--- config.mk ---
export PLATFORM = sky130hd
export DESIGN_NAME = axi_addr_decoder_n
export DESIGN_NICKNAME = d
export VERILOG_FILES = /design/src/rtl/axi_dec_pkg.sv /design/src/rtl/axi_dec_out_slice.sv /design/src/rtl/axi_addr_decoder_n.sv
export SDC_FILE = /design/constraint.sdc
export NUM_CORES = 1
export LEC_CHECK = 0
export BUFFER_PORTS_ARGS = -buffer_cell sky130_fd_sc_hd__buf_2
export CAP_MARGIN = 20
export CORE_UTILIZATION = 35
export DETAILED_ROUTE_END_ITERATION = 6
export GPL_TIMING_DRIVEN = 1
export PLACE_DENSITY = 0.79
export SLEW_MARGIN = 30
export SYNTH_ARGS = -nofsm -noshare
export SYNTH_HDL_FRONTEND = slang
export SYNTH_SLANG_ARGS = --single-unit
--- constraint.sdc ---
create_clock -name clk -period 2.7 [get_ports clk]
set_input_delay 0 -clock clk [delete_from_list [all_inputs] [get_ports clk]]
set_output_delay 0 -clock clk [all_outputs]
set_load 0.02 [all_outputs]
--- src/rtl/axi_dec_pkg.sv ---
// axi_dec_pkg: shared decode constants, slave index type and default address decode
package axi_dec_pkg;
    localparam int NUM_SLV = 2;
    localparam int DEC_MSB = 31;
    localparam int DEC_LSB = 16;
    localparam logic [DEC_MSB-DEC_LSB:0] SLAVE0 = 16'h0000;
    localparam logic [DEC_MSB-DEC_LSB:0] SLAVE1 = 16'h0001;
    typedef logic [$clog2(NUM_SLV+1)-1:0] sel_t;
    localparam sel_t DEFAULT_IDX = sel_t'(NUM_SLV);
    function automatic sel_t decode(input logic [31:0] addr);
        return addr[DEC_MSB:DEC_LSB] == SLAVE0 ? sel_t'(0) :
               addr[DEC_MSB:DEC_LSB] == SLAVE1 ? sel_t'(1) : DEFAULT_IDX;
    endfunction
endpackage

--- src/rtl/axi_dec_out_slice.sv ---
// axi_dec_out_slice: one-entry register slice holding address and slave index ahead of the m_* outputs
module axi_dec_out_slice #(
    parameter int ADDR_W  = 32,
    parameter int NUM_SLV = 2,
    parameter int SEL_W   = $clog2(NUM_SLV+1)
) (
    input  logic               clk,
    input  logic               rst,
    input  logic               load,
    input  logic [ADDR_W-1:0]  in_addr,
    input  logic [SEL_W-1:0]   in_idx,
    output logic               in_ready,
    output logic [ADDR_W-1:0]  m_addr,
    output logic [NUM_SLV:0]   m_valid,
    input  logic [NUM_SLV:0]   m_ready
);
    localparam int NV = NUM_SLV + 1;
    logic              full;
    logic [SEL_W-1:0]  idx_q;
    logic              drain;
    assign drain    = full & m_ready[idx_q];
    assign in_ready = !full | drain;
    assign m_valid  = NV'(full) << idx_q;
    // slot fills on an accepted request and empties when its slave takes it
    always_ff @(posedge clk) begin
        if (rst) begin
            full   <= 1'b0;
            idx_q  <= SEL_W'(NUM_SLV);
            m_addr <= '0;
        end else begin
            full <= load | (full & !drain);
            if (load) begin
                idx_q  <= in_idx;
                m_addr <= in_addr;
            end
        end
    end
endmodule

--- src/rtl/axi_addr_decoder_n.sv ---
// axi_addr_decoder_n: N-slave address decoder with outstanding-count route lock; AXI_DEC_OUT_REG_EN adds an output slice
module axi_addr_decoder_n
    import axi_dec_pkg::*;
#(
    parameter int ADDR_W  = 32,
    parameter int NUM_SLV = axi_dec_pkg::NUM_SLV,
    parameter int DEC_MSB = axi_dec_pkg::DEC_MSB,
    parameter int DEC_LSB = axi_dec_pkg::DEC_LSB,
    parameter logic [DEC_MSB-DEC_LSB:0] SLV_BASE [NUM_SLV] = '{SLAVE0, SLAVE1},
    parameter int MAX_OUTST = 4
) (
    input  logic                          clk,
    input  logic                          rst,
    input  logic [ADDR_W-1:0]             s_addr,
    input  logic                          s_valid,
    output logic                          s_ready,
    output logic [ADDR_W-1:0]             m_addr,
    output logic [NUM_SLV:0]              m_valid,
    input  logic [NUM_SLV:0]              m_ready,
    input  logic                          resp_done,
    output logic [$clog2(NUM_SLV+1)-1:0]  cur_sel,
    output logic                          busy,
    output logic                          underflow_err
);
    localparam int SEL_W = $clog2(NUM_SLV+1);
    localparam int CNT_W = $clog2(MAX_OUTST+1);
    logic [SEL_W-1:0] idx;
    logic [CNT_W-1:0] cnt;
    logic             allow;
    logic             accept;
    logic             dec;
    // lowest matching slave wins; no match routes to the default slave
    always_comb begin
        idx = SEL_W'(NUM_SLV);
        for (int i = NUM_SLV-1; i >= 0; i--)
            if (s_addr[DEC_MSB:DEC_LSB] == SLV_BASE[i]) idx = SEL_W'(i);
    end
    assign allow  = (cnt == '0) | ((idx == cur_sel) & (cnt < CNT_W'(MAX_OUTST)));
    assign accept = s_valid & s_ready;
    assign dec    = resp_done & ((cnt != '0) | accept);
    assign busy   = cnt != '0;
`ifdef AXI_DEC_OUT_REG_EN
    logic slot_ready;
    assign s_ready = !rst & allow & slot_ready;
    axi_dec_out_slice #(.ADDR_W(ADDR_W), .NUM_SLV(NUM_SLV), .SEL_W(SEL_W)) u_slice (
        .clk      (clk),
        .rst      (rst),
        .load     (accept),
        .in_addr  (s_addr),
        .in_idx   (idx),
        .in_ready (slot_ready),
        .m_addr   (m_addr),
        .m_valid  (m_valid),
        .m_ready  (m_ready)
    );
`else
    assign s_ready = !rst & allow & m_ready[idx];
    assign m_valid = (NUM_SLV+1)'(s_valid & allow & !rst) << idx;
    assign m_addr  = s_addr;
`endif
    // outstanding count, route lock taken on the first accept, sticky underflow flag
    always_ff @(posedge clk) begin
        if (rst) begin
            cnt           <= '0;
            cur_sel       <= SEL_W'(NUM_SLV);
            underflow_err <= 1'b0;
        end else begin
            cnt <= cnt + CNT_W'(accept) - CNT_W'(dec);
            if (accept && cnt == '0) cur_sel <= idx;
            if (resp_done && cnt == '0 && !accept) underflow_err <= 1'b1;
        end
    end
endmodule

==> flow_summary_export.csv <==
group,metric,value,unit
outcome,outcome,"finished, final reports clean",
critical_path,path_max_fanout,6,
critical_path,cp-start-kind,"flop",
job,drv_cap,0,
timing,skew,0.00417,ns
drt,vias,673,
floorplan,dieWidth,49.2,um
global_routing,grt_pass1_vias,590,
synthesis,ys_types,33,
timing,fin_crit_sh,89.4,%
power,finalPower,565,uW
floorplan,io_pins,79,
synthesis,ys_seq_area_share,15.4,%
power,ir_drop,0.297,mV
critical_path,rr_startpoint,"cnt[1]",
drt,drt_iter0_drc,13,
synthesis,syn_area,778,um2
clock_network,clk_path_buf_depth,2,
floorplan,core-area,2020,um2
synthesis,avgSynthCellArea,8.37,um2
drt,vias_per_cell,4.91,
hold_path,holdPathEnd,"m_addr[1]",
critical_path,crit_required,2.84,ns
drt,drtAntennaViolNets,0,
place,pre_cts_ws,0.170,ns
hold_path,holdPathStages,0,
global_routing,antenna_found_initial,0,
cells_and_area,postLayoutCoreUtil,40.8,%
cells_and_area,drive_above_1_share,53.6,%
place,gp_congestion,0.843,
timing,drv_slew,0,
cells_and_area,num-nets-final,154,
drt,routedWlPerCell,12.2,um
floorplan,rows,16,
critical_path,critPathArrivalTime,2.55,ns
clock_network,cts_tree,"done",
hold_path,min_path_type,"in -> out",
timing,tightest_slew,0.397,ns
floorplan,initial_utilization,38.5,%
clock_network,cts_made_buffers,3,
cells_and_area,final_cell_mix,"buf_2 (46), dfxtp_1 (6), inv_1 (5)",
timing,setup_viol,0,
synthesis,yosys_warnings,0,
place,portBuffers,46,
cells_and_area,syn2layout_area_growth,5.95,%
critical_path,rr_worst_depth,12,
global_routing,grt_overflow_total,0,
clock_network,htree_levels,1,
clock_network,cts_resized,0,
timing,tns,0,ns
clock_network,cts.sinks,6,
power,leakagePower,0.410,nW
global_routing,grt_max_degree,12,
power,p_per_area,685,nW/um2
clock_network,clk_latency,0.25,ns
cells_and_area,antennaDiodeCount,0,
timing,rsz0062_at_grt,"false",
timing,min_period,2.41,ns
cells_and_area,final_common_cell,"buf_2",
clock_network,cts_hold_buf,0,
drt,dr.pass1.iters,4,
clock_network,clkTransAtPathRegs,0.04,ns
timing,max-slew-margin-rel,73.0,%
drt,remaining_drc_errors,0,
floorplan,fp.dieArea,2420,um2
hold_path,min-delay-start,"s_addr[1]",
clock_network,cts_setup_buffers,0,
drt,drt-total-wl,1670,um
timing,hold_viol_final,0,
synthesis,synthesis.instances,93,
synthesis,ys_ff_latch,6,
global_routing,grt.total_usage,13.6,%
timing,fmax,414,MHz
critical_path,r2r_setup_slack,0.29,ns
cells_and_area,fill_cells,221,
synthesis,syn_nets,135,
critical_path,timing.rr.end,"cnt[2]",
clock_network,root_buffer,"clkbuf_4",
timing,setup_ws,0.286,ns
global_routing,grt_pass1_wl,2460,um
place,dp_hpwl,1440,um
critical_path,worstSetupEndpointType,"flop",
critical_path,critPathKind,"reg -> reg",
floorplan,die_h,49.2,um
==> cell families after synthesis <==
logic type	Yosys count	synth area share [%]
compound gates	12	11.4
xor+xnor	3	3.38
fa+ha+maj	3	5.79
buf+inv	40	35.7
flops	6	15.4
mux	2	3.05
simple gates	27	25.2
==> synth_stat cells <==
library cell / n / share of area [%]
a211o_1: 1 / 1.1
nand4_1: 3 / 2.4
o21ai_1: 2 / 1.3
mux2i_2: 1 / 1.8
nor4_2: 1 / 1.6
o21ba_1: 1 / 1.3
nor3_1: 2 / 1.3
o21bai_1: 1 / 0.96
clkbuf_1: 1 / 0.48
buf_6: 1 / 1.4
inv_1: 5 / 2.4
nor3_4: 2 / 4.2
nor4_1: 3 / 2.4
mux2i_1: 1 / 1.3
o311ai_1: 1 / 1.1
fa_1: 1 / 2.6
nor3b_1: 3 / 2.9
inv_2: 1 / 0.48
a21oi_2: 1 / 1.1
nor2_1: 3 / 1.4
a311oi_1: 1 / 1.1
nor2b_1: 3 / 2.4
nor4b_2: 1 / 1.9
xnor2_1: 3 / 3.4
a41oi_1: 1 / 1.1
nor3b_2: 1 / 1.6
a211oi_1: 1 / 0.96
buf_4: 32 / 31
nand2b_1: 2 / 1.6
ha_1: 2 / 3.2
a21oi_1: 2 / 1.3
nand2_1: 3 / 1.4
dfxtp_1: 6 / 15
==> per-layer routing <==
metal / vias to the layer above / GRT usage (%) / share of wire [%]
met5: - / 0 / 0
met4: 0 / 14.2 / 3.2
met3: 13 / 3.43 / 11
met2: 41 / 23.7 / 51
li1: 323 / - / -
met1: 296 / 12.3 / 34
==> flip-flops by register name (all words and copies together), names as in the netlist <==
name and count:
cur_sel 2, underflow_err 1, cnt 3
==> through the flow <==
step / instance area (um2) / instances / hold WS (ns)
6_report: 825 / 137 / 0.00000666
5_1_grt: 825 / 137 / 0.0000308
4_1_cts: 825 / 137 / 0.000137
3_5_place_dp: 802 / 134 / 0.000137
3_3_place_gp: 802 / 134 / 0.000137
2_1_floorplan: 778 / 93 / 0.0895
==> power by group <==
part	leakage [nW]	internal [mW]	switching (mW)
logic	0.347	0.146	0.195
clock network	0.0138	0.0503	0.0323
registers	0.0493	0.113	0.0279
==> cell type report <==
cell class	instances	area (um2)	share of cell area [%]
inverters	6	22.5	2.73
multi-input cells	47	380	46.1
repair buffers	48	245	29.7
clock buffers	3	22.5	2.73
flip-flops and latches	6	120	14.6
well taps	27	33.8	4.10
==> how the worst max path moves through the flow <==
stage,start,endpoint,cells after the start
floorplan,cnt[1],cnt[2],11
global placement,s_addr[28],cnt[2],13
detailed placement,s_addr[23],cnt[2],13
CTS,cur_sel[0],cnt[2],11
global route,cur_sel[1],cnt[2],11
finish,cnt[1],cnt[2],12
==> worst max-delay path, cell delays in order (launching register included) <==
cell and delay [ns]:
dfxtp_1 0.34, nor3_4 0.24, buf_4 0.18, inv_2 0.05
nand2_1 0.06, o311ai_1 0.10, ha_1 0.29, inv_1 0.04
ha_1 0.19, fa_1 0.41, xnor2_1 0.20, xnor2_1 0.14
nor2_1 0.05
Power figures use the tool's default switching activity.
